<file path="config.mk">
export PLATFORM = sky130hd
export DESIGN_NAME = axil_arbiter_2to1
export DESIGN_NICKNAME = d
export VERILOG_FILES = /design/src/rtl/axil_arbiter_2to1.sv
export SDC_FILE = /design/constraint.sdc
export NUM_CORES = 1
export LEC_CHECK = 0
export CORE_AREA = 3 3 118 120
export CTS_CLUSTER_SIZE = 14
export DETAILED_ROUTE_END_ITERATION = 8
export DIE_AREA = 0 0 121 123
export SLEW_MARGIN = 20
export SYNTH_ARGS = -nofsm -noshare
export SYNTH_HDL_FRONTEND = slang
export SYNTH_SLANG_ARGS = --single-unit
</file>
<file path="constraint.sdc">
create_clock -name axi_aclk -period 4.75 [get_ports axi_aclk]
set_clock_uncertainty 0.2 [all_clocks]
set_input_delay 0.7125 -clock axi_aclk [delete_from_list [all_inputs] [get_ports axi_aclk]]
set_output_delay 0.7125 -clock axi_aclk [all_outputs]
set_load 0.005 [all_outputs]
</file>
<file path="src/rtl/axil_arbiter_2to1.sv">
// axil_arbiter_2to1: shares one AXI-Lite slave port between two requesters.
// Write (AW->W->B) and read (AR->R) paths are arbitrated independently with a
// round-robin pointer. The grant is held for the whole transaction.
module axil_arbiter_2to1 #(
  parameter int DATA_WIDTH = 32,
  parameter int ADDR_WIDTH = 8,
  parameter int RESP_WIDTH = 3,
  parameter int STRB_WIDTH = DATA_WIDTH/8+1
) (
  input  logic                  axi_aclk,
  input  logic                  axi_areset,
  // requester 0
  input  logic [ADDR_WIDTH-1:0] s0_axi_awaddr,
  input  logic                  s0_axi_awvalid,
  output logic                  s0_axi_awready,
  input  logic [DATA_WIDTH-1:0] s0_axi_wdata,
  input  logic [STRB_WIDTH-1:0] s0_axi_wstrb,
  input  logic                  s0_axi_wvalid,
  output logic                  s0_axi_wready,
  output logic [RESP_WIDTH-1:0] s0_axi_bresp,
  output logic                  s0_axi_bvalid,
  input  logic                  s0_axi_bready,
  input  logic [ADDR_WIDTH-1:0] s0_axi_araddr,
  input  logic                  s0_axi_arvalid,
  output logic                  s0_axi_arready,
  output logic [DATA_WIDTH-1:0] s0_axi_rdata,
  output logic [RESP_WIDTH-1:0] s0_axi_rresp,
  output logic                  s0_axi_rvalid,
  input  logic                  s0_axi_rready,
  // requester 1
  input  logic [ADDR_WIDTH-1:0] s1_axi_awaddr,
  input  logic                  s1_axi_awvalid,
  output logic                  s1_axi_awready,
  input  logic [DATA_WIDTH-1:0] s1_axi_wdata,
  input  logic [STRB_WIDTH-1:0] s1_axi_wstrb,
  input  logic                  s1_axi_wvalid,
  output logic                  s1_axi_wready,
  output logic [RESP_WIDTH-1:0] s1_axi_bresp,
  output logic                  s1_axi_bvalid,
  input  logic                  s1_axi_bready,
  input  logic [ADDR_WIDTH-1:0] s1_axi_araddr,
  input  logic                  s1_axi_arvalid,
  output logic                  s1_axi_arready,
  output logic [DATA_WIDTH-1:0] s1_axi_rdata,
  output logic [RESP_WIDTH-1:0] s1_axi_rresp,
  output logic                  s1_axi_rvalid,
  input  logic                  s1_axi_rready,
  // shared downstream port
  output logic [ADDR_WIDTH-1:0] m0_axi_awaddr,
  output logic                  m0_axi_awvalid,
  input  logic                  m0_axi_awready,
  output logic [DATA_WIDTH-1:0] m0_axi_wdata,
  output logic [STRB_WIDTH-1:0] m0_axi_wstrb,
  output logic                  m0_axi_wvalid,
  input  logic                  m0_axi_wready,
  input  logic [RESP_WIDTH-1:0] m0_axi_bresp,
  input  logic                  m0_axi_bvalid,
  output logic                  m0_axi_bready,
  output logic [ADDR_WIDTH-1:0] m0_axi_araddr,
  output logic                  m0_axi_arvalid,
  input  logic                  m0_axi_arready,
  input  logic [DATA_WIDTH-1:0] m0_axi_rdata,
  input  logic [RESP_WIDTH-1:0] m0_axi_rresp,
  input  logic                  m0_axi_rvalid,
  output logic                  m0_axi_rready,
  // status
  output logic                  wr_grant,
  output logic                  wr_busy,
  output logic                  rd_grant,
  output logic                  rd_busy
);

  localparam logic [1:0] W_IDLE = 2'd0;
  localparam logic [1:0] W_AW   = 2'd1;
  localparam logic [1:0] W_DATA = 2'd2;
  localparam logic [1:0] W_RESP = 2'd3;

  localparam logic [1:0] R_IDLE = 2'd0;
  localparam logic [1:0] R_AR   = 2'd1;
  localparam logic [1:0] R_DATA = 2'd2;

  logic [1:0] r_wstate;
  logic       r_wown;
  logic       r_wlast;
  logic [1:0] r_rstate;
  logic       r_rown;
  logic       r_rlast;

  logic       w_aw_hs;
  logic       w_w_hs;
  logic       w_b_hs;
  logic       w_ar_hs;
  logic       w_r_hs;

  // Round-robin pick: a lone requester wins; on contention the one not served last wins.
  function automatic logic f_pick(input logic req0, input logic req1, input logic last);
    if (req0 && req1) return ~last;
    else if (req1)    return 1'b1;
    else              return 1'b0;
  endfunction

  assign w_aw_hs = m0_axi_awvalid && m0_axi_awready;
  assign w_w_hs  = m0_axi_wvalid  && m0_axi_wready;
  assign w_b_hs  = m0_axi_bvalid  && m0_axi_bready;
  assign w_ar_hs = m0_axi_arvalid && m0_axi_arready;
  assign w_r_hs  = m0_axi_rvalid  && m0_axi_rready;

  assign wr_grant = r_wown;
  assign wr_busy  = (r_wstate != W_IDLE);
  assign rd_grant = r_rown;
  assign rd_busy  = (r_rstate != R_IDLE);

  // Write FSM: arbitrate in idle, then walk AW, W, B for the owner.
  always_ff @(posedge axi_aclk or posedge axi_areset) begin
    if (axi_areset) begin
      r_wstate <= W_IDLE;
      r_wown   <= 1'b0;
      r_wlast  <= 1'b1;
    end else begin
      case (r_wstate)
        W_IDLE: begin
          if (s0_axi_awvalid || s1_axi_awvalid) begin
            r_wown   <= f_pick(s0_axi_awvalid, s1_axi_awvalid, r_wlast);
            r_wstate <= W_AW;
          end
        end
        W_AW:   if (w_aw_hs) r_wstate <= W_DATA;
        W_DATA: if (w_w_hs)  r_wstate <= W_RESP;
        W_RESP: begin
          if (w_b_hs) begin
            r_wstate <= W_IDLE;
            r_wlast  <= r_wown;
          end
        end
        default: r_wstate <= W_IDLE;
      endcase
    end
  end

  // Read FSM: arbitrate in idle, then walk AR, R for the owner.
  always_ff @(posedge axi_aclk or posedge axi_areset) begin
    if (axi_areset) begin
      r_rstate <= R_IDLE;
      r_rown   <= 1'b0;
      r_rlast  <= 1'b1;
    end else begin
      case (r_rstate)
        R_IDLE: begin
          if (s0_axi_arvalid || s1_axi_arvalid) begin
            r_rown   <= f_pick(s0_axi_arvalid, s1_axi_arvalid, r_rlast);
            r_rstate <= R_AR;
          end
        end
        R_AR: if (w_ar_hs) r_rstate <= R_DATA;
        R_DATA: begin
          if (w_r_hs) begin
            r_rstate <= R_IDLE;
            r_rlast  <= r_rown;
          end
        end
        default: r_rstate <= R_IDLE;
      endcase
    end
  end

  // Write-path routing: only the channel of the current state is connected, only to the owner.
  always_comb begin
    m0_axi_awaddr  = '0;
    m0_axi_awvalid = 1'b0;
    m0_axi_wdata   = '0;
    m0_axi_wstrb   = '0;
    m0_axi_wvalid  = 1'b0;
    m0_axi_bready  = 1'b0;
    s0_axi_awready = 1'b0;
    s1_axi_awready = 1'b0;
    s0_axi_wready  = 1'b0;
    s1_axi_wready  = 1'b0;
    s0_axi_bresp   = '0;
    s1_axi_bresp   = '0;
    s0_axi_bvalid  = 1'b0;
    s1_axi_bvalid  = 1'b0;
    case (r_wstate)
      W_AW: begin
        m0_axi_awaddr  = r_wown ? s1_axi_awaddr  : s0_axi_awaddr;
        m0_axi_awvalid = r_wown ? s1_axi_awvalid : s0_axi_awvalid;
        if (r_wown) s1_axi_awready = m0_axi_awready;
        else        s0_axi_awready = m0_axi_awready;
      end
      W_DATA: begin
        m0_axi_wdata  = r_wown ? s1_axi_wdata  : s0_axi_wdata;
        m0_axi_wstrb  = r_wown ? s1_axi_wstrb  : s0_axi_wstrb;
        m0_axi_wvalid = r_wown ? s1_axi_wvalid : s0_axi_wvalid;
        if (r_wown) s1_axi_wready = m0_axi_wready;
        else        s0_axi_wready = m0_axi_wready;
      end
      W_RESP: begin
        m0_axi_bready = r_wown ? s1_axi_bready : s0_axi_bready;
        if (r_wown) begin
          s1_axi_bresp  = m0_axi_bresp;
          s1_axi_bvalid = m0_axi_bvalid;
        end else begin
          s0_axi_bresp  = m0_axi_bresp;
          s0_axi_bvalid = m0_axi_bvalid;
        end
      end
      default: ;
    endcase
  end

  // Read-path routing: same scheme as the write path for AR and R.
  always_comb begin
    m0_axi_araddr  = '0;
    m0_axi_arvalid = 1'b0;
    m0_axi_rready  = 1'b0;
    s0_axi_arready = 1'b0;
    s1_axi_arready = 1'b0;
    s0_axi_rdata   = '0;
    s1_axi_rdata   = '0;
    s0_axi_rresp   = '0;
    s1_axi_rresp   = '0;
    s0_axi_rvalid  = 1'b0;
    s1_axi_rvalid  = 1'b0;
    case (r_rstate)
      R_AR: begin
        m0_axi_araddr  = r_rown ? s1_axi_araddr  : s0_axi_araddr;
        m0_axi_arvalid = r_rown ? s1_axi_arvalid : s0_axi_arvalid;
        if (r_rown) s1_axi_arready = m0_axi_arready;
        else        s0_axi_arready = m0_axi_arready;
      end
      R_DATA: begin
        m0_axi_rready = r_rown ? s1_axi_rready : s0_axi_rready;
        if (r_rown) begin
          s1_axi_rdata  = m0_axi_rdata;
          s1_axi_rresp  = m0_axi_rresp;
          s1_axi_rvalid = m0_axi_rvalid;
        end else begin
          s0_axi_rdata  = m0_axi_rdata;
          s0_axi_rresp  = m0_axi_rresp;
          s0_axi_rvalid = m0_axi_rvalid;
        end
      end
      default: ;
    endcase
  end

endmodule

</file>
Yosys cells after proc, flatten, opt, wreduce, memory -nomap -nowiden
Index checks and enable logic that the tools add are counted.
{"block": "totals", "regBits": 8, "in_bits": 161, "wordCells": 102}
{"block": "op_classes", "n_eq_ne": 12, "n_mux": 63, "bitwise_logic": 2, "reduce_logical": 19}
{"op": "2-to-1 mux 32 bit", "n": 6}
{"op": "2-to-1 mux 1 bit", "n": 34}
{"op": "2-to-1 mux 8 bit", "n": 4}
{"op": "2-to-1 mux 3 bit", "n": 8}
{"op": "2-to-1 mux 2 bit", "n": 7}
{"op": "inequality test 2 bit (second input constant)", "n": 7}
{"op": "2-to-1 mux 5 bit", "n": 2}
{"op": "case mux 2 bit (4 select lines)", "n": 1}
{"op": "AND reduction 2 bit", "n": 4}
{"op": "logical AND 1 bit", "n": 7}
{"op": "equality test 2 bit (second input constant)", "n": 3}
{"op": "case mux 2 bit (3 select lines)", "n": 1}
{"op": "equality test 2 x 1 -> 1 bit (second input constant)", "n": 2}
{"op": "zero test 2 bit", "n": 2}
{"op": "AND reduction 4 bit", "n": 1}
{"op": "nonzero test 2 bit", "n": 2}
{"op": "AND reduction 3 bit", "n": 1}
{"op": "logical OR 1 bit", "n": 2}
{"op": "inverter 1 bit", "n": 2}

Depth between registers and ports, before layout
Gate-level depths: netlist (run 1).
{"block": "depth", "word_depth": 5, "mapped_depth": 6, "ltp_nobuf": 6}

Least setup slack after synthesis (run 1)
OpenSTA, ideal clock, no wires.
{"block": "synth_path", "path_type": "reg2out", "from": "reg r_wown (netlist: wr_grant)", "to": "out s1_axi_awready", "t_arrival_ns": 1.165, "required_time_ns": 3.838, "slack_ns": 2.672, "stages_incl_launch_ff": 6, "n_path_buf": 4, "path_cell_list": "dfrtp_1 > buf_4 > buf_4 > buf_6 > clkbuf_2 > and3_1"}
{"block": "synth_between", "elab_chain_len": 2}
{"element": "start: declaration", "line_no": "83", "rtl": "logic r_wown;"}
{"element": "start signal: assignment", "line_no": "123", "rtl": "r_wown <= f_pick(s0_axi_awvalid, s1_axi_awvalid, r_wlast);"}
{"element": "2-to-1 mux 1 bit", "line_no": "186", "rtl": "if (r_wown) s1_axi_awready = m0_axi_awready;"}
{"element": "2-to-1 mux 1 bit", "line_no": "182", "rtl": "case (r_wstate)"}
{"element": "end: declaration", "line_no": "33", "rtl": "output logic s1_axi_awready,"}
Every way passes these cells.

Worst setup path in the final report (run 1)
{"block": "layout_path", "from": "reg r_rstate[0]", "to": "out s0_axi_rresp[0]"}
{"block": "layout_between", "elab_chain_len": 2}
{"element": "start: declaration", "line_no": "85", "rtl": "logic [1:0] r_rstate;"}
{"element": "start signal: assignment", "line_no": "143", "rtl": "r_rstate <= R_IDLE;"}
{"element": "start signal: assignment", "line_no": "151", "rtl": "r_rstate <= R_AR;"}
{"element": "start signal: assignment", "line_no": "154", "rtl": "R_AR: if (w_ar_hs) r_rstate <= R_DATA;"}
{"element": "equality test 2 bit", "line_no": "223", "rtl": "case (r_rstate)"}
{"element": "2-to-1 mux 3 bit", "line_no": "223"}
{"element": "end: declaration", "line_no": "27", "rtl": "output logic [RESP_WIDTH-1:0] s0_axi_rresp,"}
Every way passes these cells.

==> results.md, run 1 <==
* Outcome: complete, no violations
* Register Area at 204 sq um
* Setup TNS Final at 0 ns
* Required time of the critical path at approximately 3.8 ns
* Initial DRC count at 69
* Synth Instances at roughly 290
* Number of H-tree levels at 1
* Fmax at just under 300 MHz
* Largest net degree at the start of global routing at 52
* Cts bufs inserted at 3
* Worst setup path endpoint: s0_axi_rresp[0]
* Gr usage total at 13.8%
* Vias per Instance at 4.09
* Maximum clock insertion buffer count at 2
* Arrival time at the worst endpoint at 2.47 ns
* Synthesized area per cell at 7.28 sq um
* Slew HR at 32.6%
* Drt pass-1 iters at 4
* P_int at around 1.1 mW
* Slew of the pin with the lowest slew margin at just over 1 ns
* Hold Violations, Final at 0
* Design area at 5370 sq um
* Max IR drop VDD at between 0.15 and 0.2 mV
* CP Class: register to output pin
* Share of post-route cells with drive strength above 1 at 2.26%
* # diodes at 0
* Area leader, netlist: mux2i_1
* Pleak at 2.30 nW
* Placed inst area at 5290 sq um
* Routed WL per cell at 15.5 um
* Synth unique cells at 28
* First-pass GRT wire length at 16300 um
* Starting Density at 15.9%
* Count leader, synth: mux2i_1
* Synthesized area at 2070 sq um
* Core ar. at 13100 sq um
* RSZ-0062 raised after global routing: no
* PD cells at 334 nW/um^2
* Worst r2r src: wr_grant
* DP HPWL at 9990 um
* Site Rows at 42
* Vias in the first global route at 3029
* Post-synth EDFFs at 0
* Hold WC Path Type: register to register
* Yosys warns at 0
* Clock slew seen by the registers of the worst setup and hold paths at 0.04 ns
* CTS tree: built
* FILL cells at 1290
* Final setup fails at 0
* IO buf count at 308
* IO Pins at between 300 and 400
* Fin crit share at 71.2%
* Min Tclk post-route at approximately 3.4 ns
* Postcts setup bufs at 0
* Clk_lat worst skew at ~0.23 ns
* Top post-synthesis cells by count: mux2i_1 (59), nor2b_1 (52), and3_1 (43)
* Multi-input logic area at roughly 1700 sq um
* Clock sinks at 8
* CP endpoint kind: output pin
* Initial antenna violation count at 0
* Grt total ovfl at 0
* Clk pwr share at 8.1%
* Pins Over Slew Limit at 0
* Register area share after synthesis at 9.77%
* Slack of the worst reg-to-reg path at 2.32 ns
* CP Max Fanout at 36
* CTS Hold Bufs at 0
* Layout area overhead at 159%
* Max Cap Violations at 0
* Syn nets at 451
* Sw Share at ~38%
* Die height at ~120 um
* CTS resizes at 0
* CP startpoint kind: register
* Worst r2r dst: r_wstate[1]
* Comb pwr share at ~81%
* Die X-Extent at 121 um
* Top_reg_cell synth: dfrtp_1
* Fin nets at 742
* Total Wirelength at 11600 um
* Gpl congestion at 0.807
* Vias at 3070
* Share of flip-flops with an asynchronous set or reset at 100%
* Yosys reg bits at 8
* Top post-synthesis cells by area: mux2i_1 (28%), nor2b_1 (16%), and3_1 (13%)
* Psw at just under 0.7 mW
* Root Buffer: clkbuf_16
* Share of the synthesized area in the top cell type at 28.5%
* Post-DRT Antenna Nets at 0
* Full die area at 14900 sq um
* Register share of total power at 10.7%
* CP Launch Point: r_rstate[0]
* Reg2Reg Depth at 5
* DRC at 0
==> routing by layer <==
| layer | wire, um | track usage, % | up-vias | share of wire [%] |
|---|---|---|---|---|
| li1 | - | - | 1537 | - |
| met1 | 3830 | 13.1 | 1331 | 33 |
| met2 | 6190 | 27.3 | 192 | 53 |
| met3 | 1400 | 5.99 | 10 | 12 |
| met4 | 195 | 2.83 | 0 | 1.7 |
| met5 | 0 | 0 | - | 0 |
==> power by group through the flow <==
stage                     Combinational, mW  Clock [mW]  Sequential [mW]
after detailed placement               1.47           0            0.194
final                                  1.46       0.145            0.193
after global routing                   1.59       0.153            0.202
after global placement                 1.46           0            0.188
after floorplan                       0.765           0            0.127
after CTS                              1.48       0.147            0.194
==> worst min path at each step <==
stage,from,endpoint,cells past startpoint
finish,r_rstate[1],r_rstate[0],1
global route,r_rstate[1],r_rstate[0],1
CTS,r_rstate[1],r_rstate[0],1
detailed placement,r_rstate[1],r_rstate[0],1
global placement,r_rstate[1],r_rstate[0],1
floorplan,r_rstate[1],r_rstate[0],1
==> registers in the layout (all words and copies together) (netlist names) <==
signal    count
r_rlast       1
r_rstate      2
r_wlast       1
r_wstate      2
rd_grant      1
wr_grant      1
==> cells by family (layout without fill, tap and decap cells) <==
logic type | count (synthesis) | count (layout) | synth area share [%]
fa+ha+maj | 5 | 5 | 3.02
flops | 8 | 8 | 9.77
compound gates | 10 | 10 | 3.02
simple gates | 167 | 167 | 47.2
mux | 61 | 61 | 29.6
buf+inv | 34 | 324 | 7.48
==> critical path, cell delays in order, from the launching register on <==
cell and delay, ns:
dfrtp_1 0.45, nand2b_1 0.23, nor2_2 0.78, and2_1 0.23
clkdlybuf4s50_1 0.54
==> through the flow <==
stage	utilization, %	setup slack (ns)	cells	hold WS (ns)	power [mW]
after global placement	40.4	1.64	747	0.291	1.65
after CTS	41.0	1.37	751	0.315	1.82
final	41.0	1.37	751	0.327	1.79
after floorplan	-	2.67	285	0.274	0.891
after global routing	41.0	1.16	751	0.354	1.95
after detailed placement	40.4	1.62	747	0.313	1.67
==> cells in the final DEF (no fill, tap or decap), types with 5 or more instances in the layout <==
cell type,instances
nand2_1,8
mux2i_1,59
ha_1,5
nor2b_1,51
and3_1,43
inv_1,8
and2_1,39
nor2_1,18
dfrtp_1,5
clkdlybuf4s50_1,308
==> layout make-up <==
| cell class | count | share of cell area (%) |
|---|---|---|
| tap | 176 | 4.10 |
| clock buffer | 4 | 1.47 |
| inverter | 8 | 0.559 |
| multi-input combinational | 243 | 32.1 |
| timing repair buffer | 312 | 58.0 |
| sequential | 8 | 3.80 |
No activity file was read; power rests on OpenSTA's default activity.
==> inputs of run 2 (changes only) <==
--- a/config.mk
+++ b/config.mk
@@ -5,10 +5,10 @@
 export SDC_FILE = /design/constraint.sdc
 export NUM_CORES = 1
 export LEC_CHECK = 0
-export CORE_AREA = 3 3 118 120
+export CORE_AREA = 3 3 119 121
 export CTS_CLUSTER_SIZE = 14
 export DETAILED_ROUTE_END_ITERATION = 8
-export DIE_AREA = 0 0 121 123
+export DIE_AREA = 0 0 122 124
 export SLEW_MARGIN = 20
 export SYNTH_ARGS = -nofsm -noshare
 export SYNTH_HDL_FRONTEND = slang
==> constraint.sdc (replaced) <==
create_clock -name axi_aclk -period 3.5 [get_ports axi_aclk]
set_clock_uncertainty 0.2 [all_clocks]
set_input_delay 0.525 -clock axi_aclk [delete_from_list [all_inputs] [get_ports axi_aclk]]
set_output_delay 0.525 -clock axi_aclk [all_outputs]
set_load 0.005 [all_outputs]
==> results.md, run 2 (synthesis results as in run 1) <==
* IO Pins at about 310
* Gr usage total at 13.4%
* Initial DRC count at 84
* DP HPWL at approximately 10000 um
* Grt total ovfl at 0
* FILL cells at about 1.3k
* Slew HR at between 60% and 70%
* Outcome: complete, no violations
* Slew of the pin with the lowest slew margin at ~0.57 ns
* Largest net degree at the start of global routing at 42
* Root Buffer: clkbuf_16
* Clock slew seen by the registers of the worst setup and hold paths at 0.04 ns
* Max Cap Violations at 0
* Site Rows at 42
* Hold WC Path Type: register to register
* Core ar. at 13200 sq um
* Pins Over Slew Limit at 0
* RSZ-0062 raised after global routing: no
* Fin Hold WS at 0.326 ns
* Post-DRT Antenna Nets at 0
* Commonest non-fill, non-tap cells in the layout: clkdlybuf4s50_1 (308), mux2i_1 (59), nor2b_1 (51)
* Die X-Extent at roughly 120 um
* Full die area at 15100 sq um
* Hold Violations, Final at 0
* Layout area overhead at 160%
* CTS resizes at 0
* Vias at approximately 3.1k
* Clock sinks at 8
* Cts bufs inserted at 3
* Reg2Reg Depth at 5
* CP Max Fanout at 29
* Vias per Instance at approximately 4.2
* Min Tclk post-route at 2.77 ns
* Drt pass-1 iters at 4
* Gpl congestion at 0.779
* Maximum clock insertion buffer count at 2
* CTS tree: built
* Share of post-route cells with drive strength above 1 at under 10%
* Final Util at ~41%
* Routed WL per cell at 15.6 um
* Largest regs: r_rstate (2), r_wstate (2)
* Max IR drop VDD at 0.224 mV
* Multi-input logic area at 1720 sq um
* Initial antenna violation count at 0
* Fmax at ~360 MHz
* Vias in the first global route at 3115
* Clk_lat worst skew at between 0.2 and 0.25 ns
* CP endpoint kind: output pin
* Fin crit share at 79.1%
* Total Wirelength at 11800 um
* # diodes at 0
* Setup TNS Final at 0 ns
* Pleak at 2.31 nW
* CP Class: register to output pin
* Arrival time at the worst endpoint at 2.04 ns
* DRC at 0
* Register Area at 204 sq um
* Commonest non-fill, non-tap cell in the layout: clkdlybuf4s50_1
* PD cells at 459 nW/um^2
* Postcts setup bufs at 0
* Worst hold stages at 1
* First-pass GRT wire length at 16100 um
* Required time of the critical path at 2.77 ns
* CTS Hold Bufs at 0
* IO buf count at a little over 300
* Starting Density at roughly 16%
* Fin nets at 745
* CP startpoint kind: register
* Number of H-tree levels at 1
* Die height at 124 um
* Final setup fails at 0
-- run 2: through the flow --
step / power (mW) / instances / setup slack, ns / area [sq um]
2_1_floorplan: 1.21 / 285 / 1.61 / 2070
3_3_place_gp: 2.28 / 750 / 0.913 / 5320
3_5_place_dp: 2.31 / 750 / 0.931 / 5320
4_1_cts: 2.51 / 754 / 0.690 / 5400
5_1_grt: 2.67 / 754 / 0.577 / 5400
6_report: 2.48 / 754 / 0.732 / 5400
-- run 2: final timing paths --
| path | to | slack (ns) | startpoint |
|---|---|---|---|
| max | m0_axi_wdata[4] | 0.73 | wr_grant |
| min reg2reg | r_rstate[0] | 0.33 | r_rstate[1] |
| min | r_rstate[0] | 0.33 | r_rstate[1] |
| max in group asynchronous | r_rlast | 2.47 | axi_areset |
| max reg2reg | r_wstate[1] | 1.31 | wr_grant |
| min in group asynchronous | r_wstate[1] | 0.34 | axi_areset |
-- run 2: critical path: stages, from the launching register on --
cell and delay (ns):
dfrtp_2 0.73, buf_12 0.30, mux2i_1 0.11, nor2b_1 0.13
clkdlybuf4s50_1 0.52
-- run 2: layout make-up --
class,count,area share [%]
repair buffers,315,58.3
clock buffers,4,1.46
flip-flops and latches,8,3.78
multi-input cells,243,31.8
well taps,176,4.08
inverters,8,0.556
-- run 2: power by group --
part           total (mW)  internal [mW]  switching, mW
logic                2.03           1.24          0.791
clock network       0.198          0.152         0.0461
registers           0.246          0.142          0.105
-- run 2: layer usage --
metal	routed length, um	up-vias	GRT usage (%)
met5	0	-	0
li1	-	1544	-
met1	3980	1404	13.3
met2	6280	182	26.7
met3	1500	2	6.09
met4	8	0	0.630
